### src/rtl/jump_controller_pkg.sv
// jump_controller_pkg
// Types and constants shared by the jump controller and its target calculator.
//   int_t                  : 32-bit machine word
//   jump_type_t            : NEAR / FAR / RELATIVE; encoding 2'b11 is illegal
//   jump_state_t           : controller FSM states
//   JUMP_NEAR_MASK_DEFAULT : PC region bits kept from PC+4 for NEAR jumps
//   jump_type_legal()      : true for the three defined jump encodings
package jump_controller_pkg;

    typedef logic [31:0] int_t;

    typedef enum logic [1:0] {
        JUMP_NEAR     = 2'b00,
        JUMP_FAR      = 2'b01,
        JUMP_RELATIVE = 2'b10
    } jump_type_t;

    // ST_SLOT is only reachable when JUMP_DELAY_SLOT_EN is defined.
    typedef enum logic [1:0] {
        ST_IDLE  = 2'b00,
        ST_SLOT  = 2'b01,
        ST_ISSUE = 2'b10
    } jump_state_t;

    localparam int_t JUMP_NEAR_MASK_DEFAULT = 32'hF000_0000;

    function automatic logic jump_type_legal(input logic [1:0] jump_type);
        return (jump_type != 2'b11);
    endfunction

endpackage

### src/rtl/jump_controller_target_calc.sv
// jump_target_calc
// Combinational jump target calculation. All arithmetic wraps modulo 2^32.
//   jump_type : 2-bit jump_type_t encoding (2'b11 yields 0; caller rejects it)
//   pc        : address of the jump instruction
//   operand   : NEAR word index / FAR absolute target / RELATIVE word offset
//   target    : computed redirect address
module jump_target_calc
    import jump_controller_pkg::*;
#(
    parameter int_t NEAR_MASK = JUMP_NEAR_MASK_DEFAULT
) (
    input  logic [1:0]  jump_type,
    input  logic [31:0] pc,
    input  logic [31:0] operand,
    output logic [31:0] target
);

    int_t pc4;

    always_comb begin
        pc4    = pc + 32'd4;
        target = '0;
        case (jump_type)
            JUMP_NEAR:     target = (pc4 & NEAR_MASK) | {4'b0000, operand[25:0], 2'b00};
            JUMP_FAR:      target = operand;
            // Word offset shifted left by two; the top two operand bits fall off.
            JUMP_RELATIVE: target = pc4 + {operand[29:0], 2'b00};
            default:       target = '0;
        endcase
    end

endmodule

### src/rtl/jump_controller.sv
// jump_controller
// Turns taken jump requests from execute into a held PC redirect, then flushes
// the wrong-path fetch on the cycle the PC consumes it.
// Optional feature: define JUMP_DELAY_SLOT_EN to add a SLOT state so the
// instruction after the jump (the delay slot) is fetched before the redirect.
// Ports:
//   clock, reset   : clock; asynchronous active-high reset
//   stall          : PC stall; the PC consumes jumpValue only when stall=0
//   requestValid/Taken/Type/Pc/Operand : jump request from execute
//   requestReady   : high in IDLE only
//   jumpEnabled    : redirect valid (ISSUE state)
//   jumpValue      : registered redirect target
//   flush          : high during the consuming cycle (ISSUE && !stall)
//   badType        : sticky, set by an accepted taken request with type 2'b11
module jump_controller
    import jump_controller_pkg::*;
#(
    parameter int_t NEAR_MASK = JUMP_NEAR_MASK_DEFAULT
) (
    input  logic        clock,
    input  logic        reset,
    input  logic        stall,
    input  logic        requestValid,
    input  logic        requestTaken,
    input  logic [1:0]  requestType,
    input  logic [31:0] requestPc,
    input  logic [31:0] requestOperand,
    output logic        requestReady,
    output logic        jumpEnabled,
    output logic [31:0] jumpValue,
    output logic        flush,
    output logic        badType
);

    jump_state_t state_q, state_d;
    int_t        jump_value_q, jump_value_d;
    logic        bad_type_q, bad_type_d;
    int_t        target;

    jump_target_calc #(
        .NEAR_MASK (NEAR_MASK)
    ) u_target_calc (
        .jump_type (requestType),
        .pc        (requestPc),
        .operand   (requestOperand),
        .target    (target)
    );

    always_ff @(posedge clock or posedge reset) begin
        if (reset) begin
            state_q      <= ST_IDLE;
            jump_value_q <= '0;
            bad_type_q   <= 1'b0;
        end else begin
            state_q      <= state_d;
            jump_value_q <= jump_value_d;
            bad_type_q   <= bad_type_d;
        end
    end

    always_comb begin
        state_d      = state_q;
        jump_value_d = jump_value_q;
        bad_type_d   = bad_type_q;
        case (state_q)
            ST_IDLE: begin
                // Not-taken requests are accepted but leave no trace.
                if (requestValid && requestTaken) begin
                    if (jump_type_legal(requestType)) begin
                        jump_value_d = target;
`ifdef JUMP_DELAY_SLOT_EN
                        state_d      = ST_SLOT;
`else
                        state_d      = ST_ISSUE;
`endif
                    end else begin
                        bad_type_d = 1'b1;
                    end
                end
            end
`ifdef JUMP_DELAY_SLOT_EN
            // Let the delay-slot fetch complete on an unstalled edge first.
            ST_SLOT: begin
                if (!stall) begin
                    state_d = ST_ISSUE;
                end
            end
`endif
            ST_ISSUE: begin
                if (!stall) begin
                    state_d = ST_IDLE;
                end
            end
            default: state_d = ST_IDLE;
        endcase
    end

    assign requestReady = (state_q == ST_IDLE);
    assign jumpEnabled  = (state_q == ST_ISSUE);
    assign flush        = (state_q == ST_ISSUE) && !stall;
    assign jumpValue    = jump_value_q;
    assign badType      = bad_type_q;

endmodule

### config.mk
export PLATFORM = sky130hd
export DESIGN_NAME = jump_controller
export DESIGN_NICKNAME = d
export VERILOG_FILES = /design/src/rtl/jump_controller_pkg.sv /design/src/rtl/jump_controller_target_calc.sv /design/src/rtl/jump_controller.sv
export SDC_FILE = /design/constraint.sdc
export NUM_CORES = 1
export LEC_CHECK = 0
export BUFFER_PORTS_ARGS = -buffer_cell sky130_fd_sc_hd__buf_4
export CORE_ASPECT_RATIO = 0.8
export CORE_UTILIZATION = 30
export DETAILED_ROUTE_END_ITERATION = 10
export GPL_TIMING_DRIVEN = 1
export SYNTH_ARGS = -nofsm -noshare
export SYNTH_HDL_FRONTEND = slang
export SYNTH_SLANG_ARGS = --single-unit
### constraint.sdc
create_clock -name clock -period 2.15 [get_ports clock]
set_input_delay 0.3225 -clock clock [delete_from_list [all_inputs] [get_ports clock]]
set_output_delay 0.3225 -clock clock [all_outputs]
set_load 0.02 [all_outputs]
==> out/qor.yml, run 1 <==
dieArea_mm2: 0.01368
ys_seq_area_share_pct: 21.46
fin_crit_sh_pct: 134.5
synth_area_mm2: 0.003964
cts_htree_levels: 2
p_per_area_mw_per_mm2: 538.5
synth_cell_types: 60
critPathMaxFanout: 4
syn-instance-count: 515
ys_seq_elements: 34
start_util_pct: 30.80
io_pins: 107
r2r_slack_ns: 0.39
crit_path_start: "requestPc[2]"
path_cells: "buf_8 > ha_4 > buf_4 > buf_6 > nand3_4 > xnor2_2 > ha_1 > o211a_1 > o31ai_4 > a211o_1 > a21oi_2 > o21ai_4 > o221ai_4 > a41oi_2 > xnor2_1 > o21ai_1"
io_buffers: 106
grt_pass1_vias: 4619
synth.net_count: 621
worst_r2r_path_depth: 6
core_mm2: 0.01287
yosys.area_share.simple_pct: 22.32
synth_edf_count: 0
synth_top_area_cell: "dfrtp_1"
peakVddDrop_uv: 334.2
clockBufferDepth: 2
die_y_um: 104.8
fin_hold_ws_ns: 0.1461
hpwlAfterDp_mm: 12.05
fmax_mhz: 345.9
gp_routability_congestion: 0.9227
fin_nets: 906
rows: 37
cts_tree: "yes"
route.detailed.drc: 0
reg2reg_from: "state_q[1]$_DFFE_PP0P_"
synth_xor_area_share_pct: 11.68
first_pass_iters: 5
clkTransAtPathRegs_ns: 0.06
cp_slowest_stage_delay_ns: 0.33
die_w_um: 130.5
vias: 4997
postRouteAntennaNets: 0
violations: "negative setup slack"
fill_cells: 1083
setup_viol: 24
totalWireLength_mm: 16.42
numCtsBuffers: 5
cp.required_ns: 2.32
area_growth_pct: 91.26
grt_overflow: 0
power_switching_uw: 1522
p_int_uw: 2560
post-route-min-period_ns: 2.891
status: "finished, violations left"
grt_pass1_wl_mm: 24.04
crit_arrival_ns: 3.06
drv_slew: 0
grt_setup_unrepaired: "yes"
cts_sinks: 34
final_cell_mix: "buf_4 (270), nand2_1 (52), nor2_1 (38)"
swShare_pct: 37.28
dp_slack_ns: -1.210
drt_iter0_markers: 330
num_antenna_cells: 0
synth_area_per_cell_um2: 7.697
hp-class: "input port to asynchronous set/reset pin"
synth_compound_area_share_pct: 25.00
crit_type: "input port to flop"
synth-adder-area-share_pct: 11.24
ys_warn_count: 0
via_per_inst: 5.120
p_leak_uw: 0.003467
cp_slowest_cell: "ha_1"
tightest_slew_ns: 0.4361
p_seq_share_pct: 22.0
cp-end-kind: "flop"
cp-start-kind: "input port"
timing.rr.end: "jumpValue[26]$_DFFE_PP0P_"
layout_commonest_cell: "buf_4"
clock_tree.root_cell: "clkbuf_16"
async_reset_ff_share_pct: 100.0
muxShareOfSynthArea_pct: 4.798
grt_usage_pct: 22.15
clk_latency_ns: 0.28
worst_slack_ns: -0.7408
skew_ns: 0.004093
crit_path_end: "jumpValue[28]$_DFFE_PP0P_"
drive_above_1_share_pct: 55.31
cts_hold_buffers: 0
comb_power_share_pct: 54.6
hold_viol: 0
antenna_found_initial: 0
cap_violations: 0
synth_ff_type: "dfrtp_1"
wl_per_cell_um: 16.83
ys_top_cells_by_area: "dfrtp_1 (21%), ha_1 (11%), xnor2_1 (7.5%), a21oi_1 (7.4%), nand2_1 (6.0%)"
grt_max_degree: 35
synth_top_family_by_area: "compound AO/OA/AOI/OAI gates"
yosysTopAreaCellShare_pct: 21.46
slew_headroom_pct: 70.93
clock_power_share_pct: 23.4
[cell usage after synthesis, drive strengths merged, types with 7 or more instances]
master / instances
xor2: 17
nor2: 45
clkbuf: 16
a21o: 7
xnor2: 35
nand3: 26
a211oi: 7
inv: 16
mux2i: 19
ha: 34
a21oi: 60
nand4: 9
nor3: 8
o21ai: 46
and3: 7
nand2: 63
dfrtp: 34
[metal layers]
layer / vias up / GRT usage, % / part of all wire, %
li1: 2430 / - / -
met2: 179 / 32.58 / 44
met3: 34 / 2.458 / 5.6
met5: - / 0 / 0
met1: 2354 / 33.79 / 48
met4: 0 / 5.419 / 2.5
[worst max-delay path, delay by kind of cell]
kind / cells / cell delay [ns]
fa+ha+maj: 2 / 0.48
buf+inv: 3 / 0.35
simple gates: 1 / 0.08
xor+xnor: 2 / 0.32
compound gates: 8 / 1.49
[timing repair]
action / CTS / global route
cloned: 0 / 0
pin swaps: 59 / 61
resized for setup: 90 / 92
setup endpoints to repair: 24 / 25
setup buffers: 19 / 21
[metrics by stage]
stage                     power (uW)  instance area (um2)  cells  TNS (ns)  utilization [%]
after floorplan                 1827                 4101    515    -8.921                -
after global placement          2716                 6237    937    -20.26            48.46
after detailed placement        2737                 6237    937    -21.04            48.46
after CTS                       3850                 6950    960    -11.16            54.01
after global routing            4289                 7581    976    -16.33            58.91
final                           4083                 7581    976    -13.50            58.91
[power by group through the flow]
stage / Sequential (uW) / Clock (uW) / Combinational [uW]
after floorplan: 1070 / 0 / 758
after global placement: 905 / 0 / 1810
after detailed placement: 909 / 0 / 1830
after CTS: 899 / 965 / 1990
after global routing: 912 / 996 / 2380
final: 899 / 957 / 2230
[flip-flops by register name, indices dropped and copies added, names as in the netlist]
name,count
jumpValue,32
badType,1
state_q,1
[kinds of logic after synthesis]
logic type,count (synthesis)
DFF,34
muxes,19
buffers and inverters,35
AOI/OAI and AO/OA,157
adders and majority gates,35
and+or+nand+nor,183
xor gates and xnor gates,52
[cell type report]
type	count	area [um2]	share of cell area, %
clock buffer	5	125.1	1.650
clock inverter	3	68.82	0.9077
sequential	34	850.8	11.22
timing repair buffer	297	2355	31.06
inverter	16	62.56	0.8252
multi-input combinational	446	3900	51.44
tap	175	219.0	2.888
[worst min-delay path by stage]
stage / to / slack [ns]
finish: jumpValue[3]$_DFFE_PP0P_ / 0.15
global route: jumpValue[10]$_DFFE_PP0P_ / 0.19
CTS: jumpValue[10]$_DFFE_PP0P_ / 0.16
detailed placement: jumpValue[10]$_DFFE_PP0P_ / 0.46
global placement: jumpValue[10]$_DFFE_PP0P_ / 0.45
floorplan: state_q[1]$_DFFE_PP0P_ / 0.44
(Power assumes the default switching activity.)
==> run 2: changes to the inputs <==
Settings changed: CORE_UTILIZATION 30 to 43, PLACE_DENSITY set to 0.67, TNS_END_PERCENT set to 5.
==> run 2 against run 1 <==
The flow still finishes with violations (negative setup slack). Critical path depth unchanged. Global-route usage grew 7.2 points. Routed wire length decreased by 15%. Sequential share of layout area rose by 2.0 points. Flip-flop and latch count is the same. Non-clock buffer count fell by 30. Largest power group unchanged. Highest routed layer unchanged.
==> out/qor.yml, run 2 (synthesis gave the netlist of run 1 again) <==
numCtsBuffers: 5  # unchanged
skew_ns: 0.003941  # -0.0001522 ns
p_int_uw: 2158  # -16%
p_per_area_mw_per_mm2: 542.3  # +0.69%
final.setup.tns_ns: -13.28  # +0.2246 ns
drv_slew: 0  # unchanged
clock_tree.root_cell: "clkbuf_16"
die_w_um: 109.3  # -16%
grt_max_degree: 35  # unchanged
area_growth_pct: 61.90
final_cell_mix: "buf_4 (266), nand2_1 (62), a21oi_1 (51)"
cp_slowest_stage_delay_ns: 0.40  # +0.07 ns
final-seq-area_um2: 850.8  # unchanged
cts_hold_buffers: 0  # unchanged
reg2reg_from: "state_q[1]$_DFFE_PP0P_"
route.detailed.drc: 0  # unchanged
io_pins: 107  # unchanged
crit_path_start: "requestPc[3]"
layout_commonest_cell: "buf_4"
cp-start-kind: "input port"
fill_cells: 688  # -36%
swShare_pct: 37.98  # +0.69 points
start_util_pct: 45.52  # +15 points
crit_type: "input port to flop"
cts_htree_levels: 2  # unchanged
die_y_um: 87.88  # -16%
io_buffers: 106  # unchanged
fin_nets: 876  # -3.3%
dieArea_mm2: 0.009609  # -30%
core_mm2: 0.008708  # -32%
drive_above_1_share_pct: 41.89  # -13 points
timing.rr.end: "jumpValue[26]$_DFFE_PP0P_"
tightest_slew_ns: 0.4216  # -0.01454 ns
fin_util_pct: 73.69  # +15 points
grt_pass1_wl_mm: 21.92  # -8.8%
wl_per_cell_um: 15.74  # -6.5%
critPathMaxFanout: 4  # unchanged
grt_overflow: 0  # unchanged
crit_arrival_ns: 3.24  # +0.18 ns
worst_r2r_path_depth: 6  # unchanged
comb_power_share_pct: 53.9  # -0.7 points
p_seq_share_pct: 25.7  # +3.7 points
violations: "negative setup slack"
clock_power_share_pct: 20.4  # -3.0 points
hpwlAfterDp_mm: 11.64  # -3.4%
hold_viol: 0  # unchanged
fin_crit_sh_pct: 140.8  # +6.3 points
clk_latency_ns: 0.28  # about the same
cts_sinks: 34  # unchanged
vias: 4826  # -3.4%
postRouteAntennaNets: 0  # unchanged
worst_slack_ns: -0.8770  # -0.1362 ns
status: "finished, violations left"
first_pass_iters: 5  # unchanged
power_switching_uw: 1322  # -13%
dp_slack_ns: -1.233  # -0.02327 ns
fmax_mhz: 330.4  # -4.5%
antenna_found_initial: 0  # unchanged
clockBufferDepth: 2  # unchanged
cp.required_ns: 2.37  # +0.05 ns
drt_iter0_markers: 323  # -2.1%
largest_reg_flops: 32  # unchanged
via_per_inst: 5.465  # +6.7%
hp-class: "input port to asynchronous set/reset pin"
gp_routability_congestion: 0.9729  # +5.4%
clkTransAtPathRegs_ns: 0.05  # about the same
cap_violations: 0  # unchanged
slew_headroom_pct: 71.90  # +0.97 points
peakVddDrop_uv: 575.7  # +72%
post-route-min-period_ns: 3.027  # +0.1362 ns
r2r_slack_ns: 0.47  # +0.08 ns
cp-end-kind: "flop"
grt_usage_pct: 29.34  # +7.2 points
cts_tree: "yes"
p_leak_uw: 0.003118  # -10%
grt_pass1_vias: 4471  # -3.2%
cp_slowest_cell: "or4_1"
num_antenna_cells: 0  # unchanged
multi_input_area_mm2: 0.003211  # -18%
path_cells: "buf_4 > ha_4 > nand4_1 > nor2_2 > and3_4 > nand4_1 > xnor2_2 > ha_1 > a21o_1 > a21oi_2 > o21ai_1 > a21oi_1 > o21ai_1 > or4_1 > mux2i_1 > o22a_1"
rows: 30  # -19%
totalWireLength_mm: 13.90  # -15%
setup_viol: 24  # unchanged
grt_setup_unrepaired: "yes"
run 2: worst max path at each step:
stage	endpoint	slack, ns	cells after the start
2_1_floorplan	jumpValue[30]$_DFFE_PP0P_	-0.84	16
3_3_place_gp	jumpValue[31]$_DFFE_PP0P_	-1.15	17
3_5_place_dp	jumpValue[31]$_DFFE_PP0P_	-1.23	19
4_1_cts	jumpValue[30]$_DFFE_PP0P_	-0.83	16
5_1_grt	jumpValue[30]$_DFFE_PP0P_	-1.05	16
6_report	jumpValue[30]$_DFFE_PP0P_	-0.88	16
run 2: critical path: cells and delay by family:
| kind | cells | cell delay [ns] |
|---|---|---|
| fa+ha+maj | 2 | 0.43 |
| mux | 1 | 0.24 |
| simple gates | 5 | 1.12 |
| compound gates | 6 | 0.83 |
| buf+inv | 1 | 0.11 |
| xor+xnor | 1 | 0.18 |
run 2: per-stage QoR:
step                cell area (um2)  hold slack, ns  cells  power [uW]
detailed placement             6062          0.4449    872        2696
global placement               6062          0.4441    872        2650
global route                   6417          0.1896    883        3683
CTS                            6342          0.1569    882        3441
floorplan                      4020          0.4404    515        1798
finish                         6417          0.1459    883        3480
run 2: what timing repair did:
action                                  in CTS  in global routing
endpoints found under the setup margin      25                 26
gates resized for setup                     29                 11
pin swaps                                   15                 10
buffers inserted                             2                  1
run 2: cell type report:
class	count	share of cell area, %
Sequential cell	34	13.26
Tap cell	112	2.184
Timing Repair Buffer	267	31.29
Clock inverter	1	0.07799
Multi-Input combinational cell	446	50.03
Inverter	16	0.9359
Clock buffer	7	2.223
run 2: power by group through the flow:
stage	registers, uW	logic [uW]	clock network [uW]
global route	908	2030	742
finish	893	1880	710
CTS	892	1830	716
detailed placement	901	1790	0
global placement	892	1760	0
floorplan	1070	728	0
run 2: routing by layer:
layer	global-route usage, %	share of wire, %	wire [um]
met5	0	0	0
met4	6.788	1.5	209
met3	5.729	8.8	1220
met2	43.74	41	5705
met1	43.30	49	6762
==> run 3: changes to the inputs <==
Clock period 2.15 ns to 2.9 ns, I/O delays scaled along.
==> run 3 against run 2 <==
The flow still finishes with violations (negative setup slack). Core utilization is 3.1 points lower. Critical path depth stayed put. Sequential power decreased by 26%. Global-route usage fell by 0.081 points. Setup slack improved by 0.64 ns. Flip-flop and latch count unchanged. Cell area is 4.2% lower. Die area unchanged. Non-clock buffer count is 29 lower.
==> out/qor.yml, run 3 (synthesis gave the netlist of run 1 again) <==
rows: 30  # unchanged
clock_tree.root_cell: "clkbuf_16"
io_pins: 107  # unchanged
hold_viol: 0  # unchanged
fill_cells: 725  # +5.4%
antenna_found_initial: 0  # unchanged
skew_ns: 0.002655  # -0.001286 ns
cts_hold_buffers: 0  # unchanged
design_area_mm2: 0.006148  # -4.2%
dp_slack_ns: -0.6589  # +0.5742 ns
cp.required_ns: 3.11  # +0.74 ns
gp_routability_congestion: 0.9594  # -1.4%
num_antenna_cells: 0  # unchanged
clockBufferDepth: 2  # unchanged
area_growth_pct: 55.11
fin_util_pct: 70.60  # -3.1 points
grt_overflow: 0  # unchanged
postRouteAntennaNets: 0  # unchanged
wl_per_cell_um: 16.21  # +3.0%
cts_htree_levels: 2  # unchanged
crit_type: "input port to flop"
cap_violations: 0  # unchanged
start_util_pct: 45.52  # unchanged
hpwlAfterDp_mm: 11.51  # -1.1%
grt_usage_pct: 29.26  # -0.081 points
final.setup.tns_ns: -1.405  # +11.87 ns
slew_headroom_pct: 69.09  # -2.8 points
die_y_um: 87.88  # unchanged
cp-start-kind: "input port"
totalWireLength_mm: 13.83  # -0.50%
tightest_slew_ns: 0.4603  # +0.03872 ns
fin_hold_ws_ns: 0.2674  # +0.1215 ns
crit_arrival_ns: 3.35  # +0.11 ns
numCtsBuffers: 5  # unchanged
via_per_inst: 5.499  # +0.62%
cp-end-kind: "flop"
io_buffers: 106  # unchanged
status: "finished, violations left"
route.detailed.drc: 0  # unchanged
fmax_mhz: 318.7
final-seq-area_um2: 850.8  # unchanged
post-route-min-period_ns: 3.138
worst_slack_ns: -0.2381  # +0.6388 ns
largest_reg_flops: 32  # unchanged
cts_sinks: 34  # unchanged
fin_nets: 847  # -3.3%
setup_viol: 11  # -54%
grt_pass1_vias: 4284  # -4.2%
p_leak_uw: 0.002975  # -4.6%
die_w_um: 109.3  # unchanged
layout_commonest_cell: "buf_4"
multi_input_area_mm2: 0.003161  # -1.6%
dieArea_mm2: 0.009609  # unchanged
first_pass_iters: 5  # unchanged
path_buf_inv: 1  # unchanged
critPathMaxFanout: 4  # unchanged
vias: 4691  # -2.8%
fin_crit_sh_pct: 108.2
drv_slew: 0  # unchanged
peakVddDrop_uv: 490.0  # -15%
crit_family: "simple AND/OR/NAND/NOR gates"
final_cell_mix: "buf_4 (235), nand2_1 (62), a21oi_1 (53)"
clkTransAtPathRegs_ns: 0.05  # about the same
cp_slowest_cell: "or4_1"
place_area_mm2: 0.005844  # -3.6%
hp-class: "input port to asynchronous set/reset pin"
grt_pass1_wl_mm: 21.50  # -1.9%
path_cells: "buf_4 > nand3_1 > nor4_4 > and3_4 > nand3_2 > xnor2_2 > ha_1 > a21o_1 > a21o_1 > a21oi_2 > o21ai_1 > a21oi_1 > o21ai_1 > or4_1 > mux2i_1 > o22a_1"
violations: "negative setup slack"
grt_max_degree: 41  # +17%
clk_latency_ns: 0.27  # about the same
cts_tree: "yes"
grt_setup_unrepaired: "yes"
drt_iter0_markers: 483  # +50%
p_per_area_mw_per_mm2: 408.1  # -25%
cp_slowest_stage_delay_ns: 0.40  # about the same
core_mm2: 0.008708  # unchanged
drive_above_1_share_pct: 39.27  # -2.6 points
[run 3: cell types whose count changed in the layout (fill, tap and decap cells not counted), sizes merged]
cell and change:
clkinv +1, buf -29, clkbuf -2
[run 3: final timing paths]
path | end | start | slack, ns | cells past startpoint
max in group asynchronous | jumpValue[2]$_DFFE_PP0P_ | reset | 2.33 | 3
hold reg to reg | jumpValue[3]$_DFFE_PP0P_ | jumpValue[3]$_DFFE_PP0P_ | 0.48 | 2
hold / removal | jumpValue[16]$_DFFE_PP0P_ | reset | 0.27 | 3
setup reg to reg | jumpValue[26]$_DFFE_PP0P_ | state_q[1]$_DFFE_PP0P_ | 1.12 | 6
setup / recovery | jumpValue[30]$_DFFE_PP0P_ | requestPc[2] | -0.24 | 16
min in group clock | state_q[1]$_DFFE_PP0P_ | stall | 0.37 | 3
[run 3: metrics by stage]
stage,cells,total power [uW]
final,853,2509
after global routing,853,2670
after CTS,852,2484
after detailed placement,843,1974
after global placement,843,1949
after floorplan,515,1333
[run 3: area by class of cell]
class	count	area share (%)
multi-input cells	446	51.40
repair buffers	238	29.30
flip-flops and latches	34	13.84
well taps	112	2.279
clock buffers	5	2.035
inverters	16	0.9768
clock inverters	2	0.1628
[run 3: worst min-delay path, delay by kind of cell]
family                 cells  cell delay, ns
buffers and inverters      3            0.53
[run 3: per-layer routing]
layer / track usage (%) / wire length [um]
met5: 0 / 0
met4: 5.939 / 148
met3: 3.199 / 1200
met2: 40.99 / 5532
met1: 47.11 / 6946
[run 3: what timing repair did]
item | in CTS | in global routing
setup buffers | 2 | 1
gates resized for setup | 21 | 16
setup endpoints to repair | 16 | 21
cloned | 0 | 0
endpoints found under the hold margin | 0 | 0
pin swaps | 13 | 14
[run 3: power by group]
group | switching (uW) | total [uW] | internal [uW]
registers | 74.4 | 662 | 588
clock network | 182 | 492 | 309
logic | 702 | 1350 | 653
total | 959 | 2510 | 1550
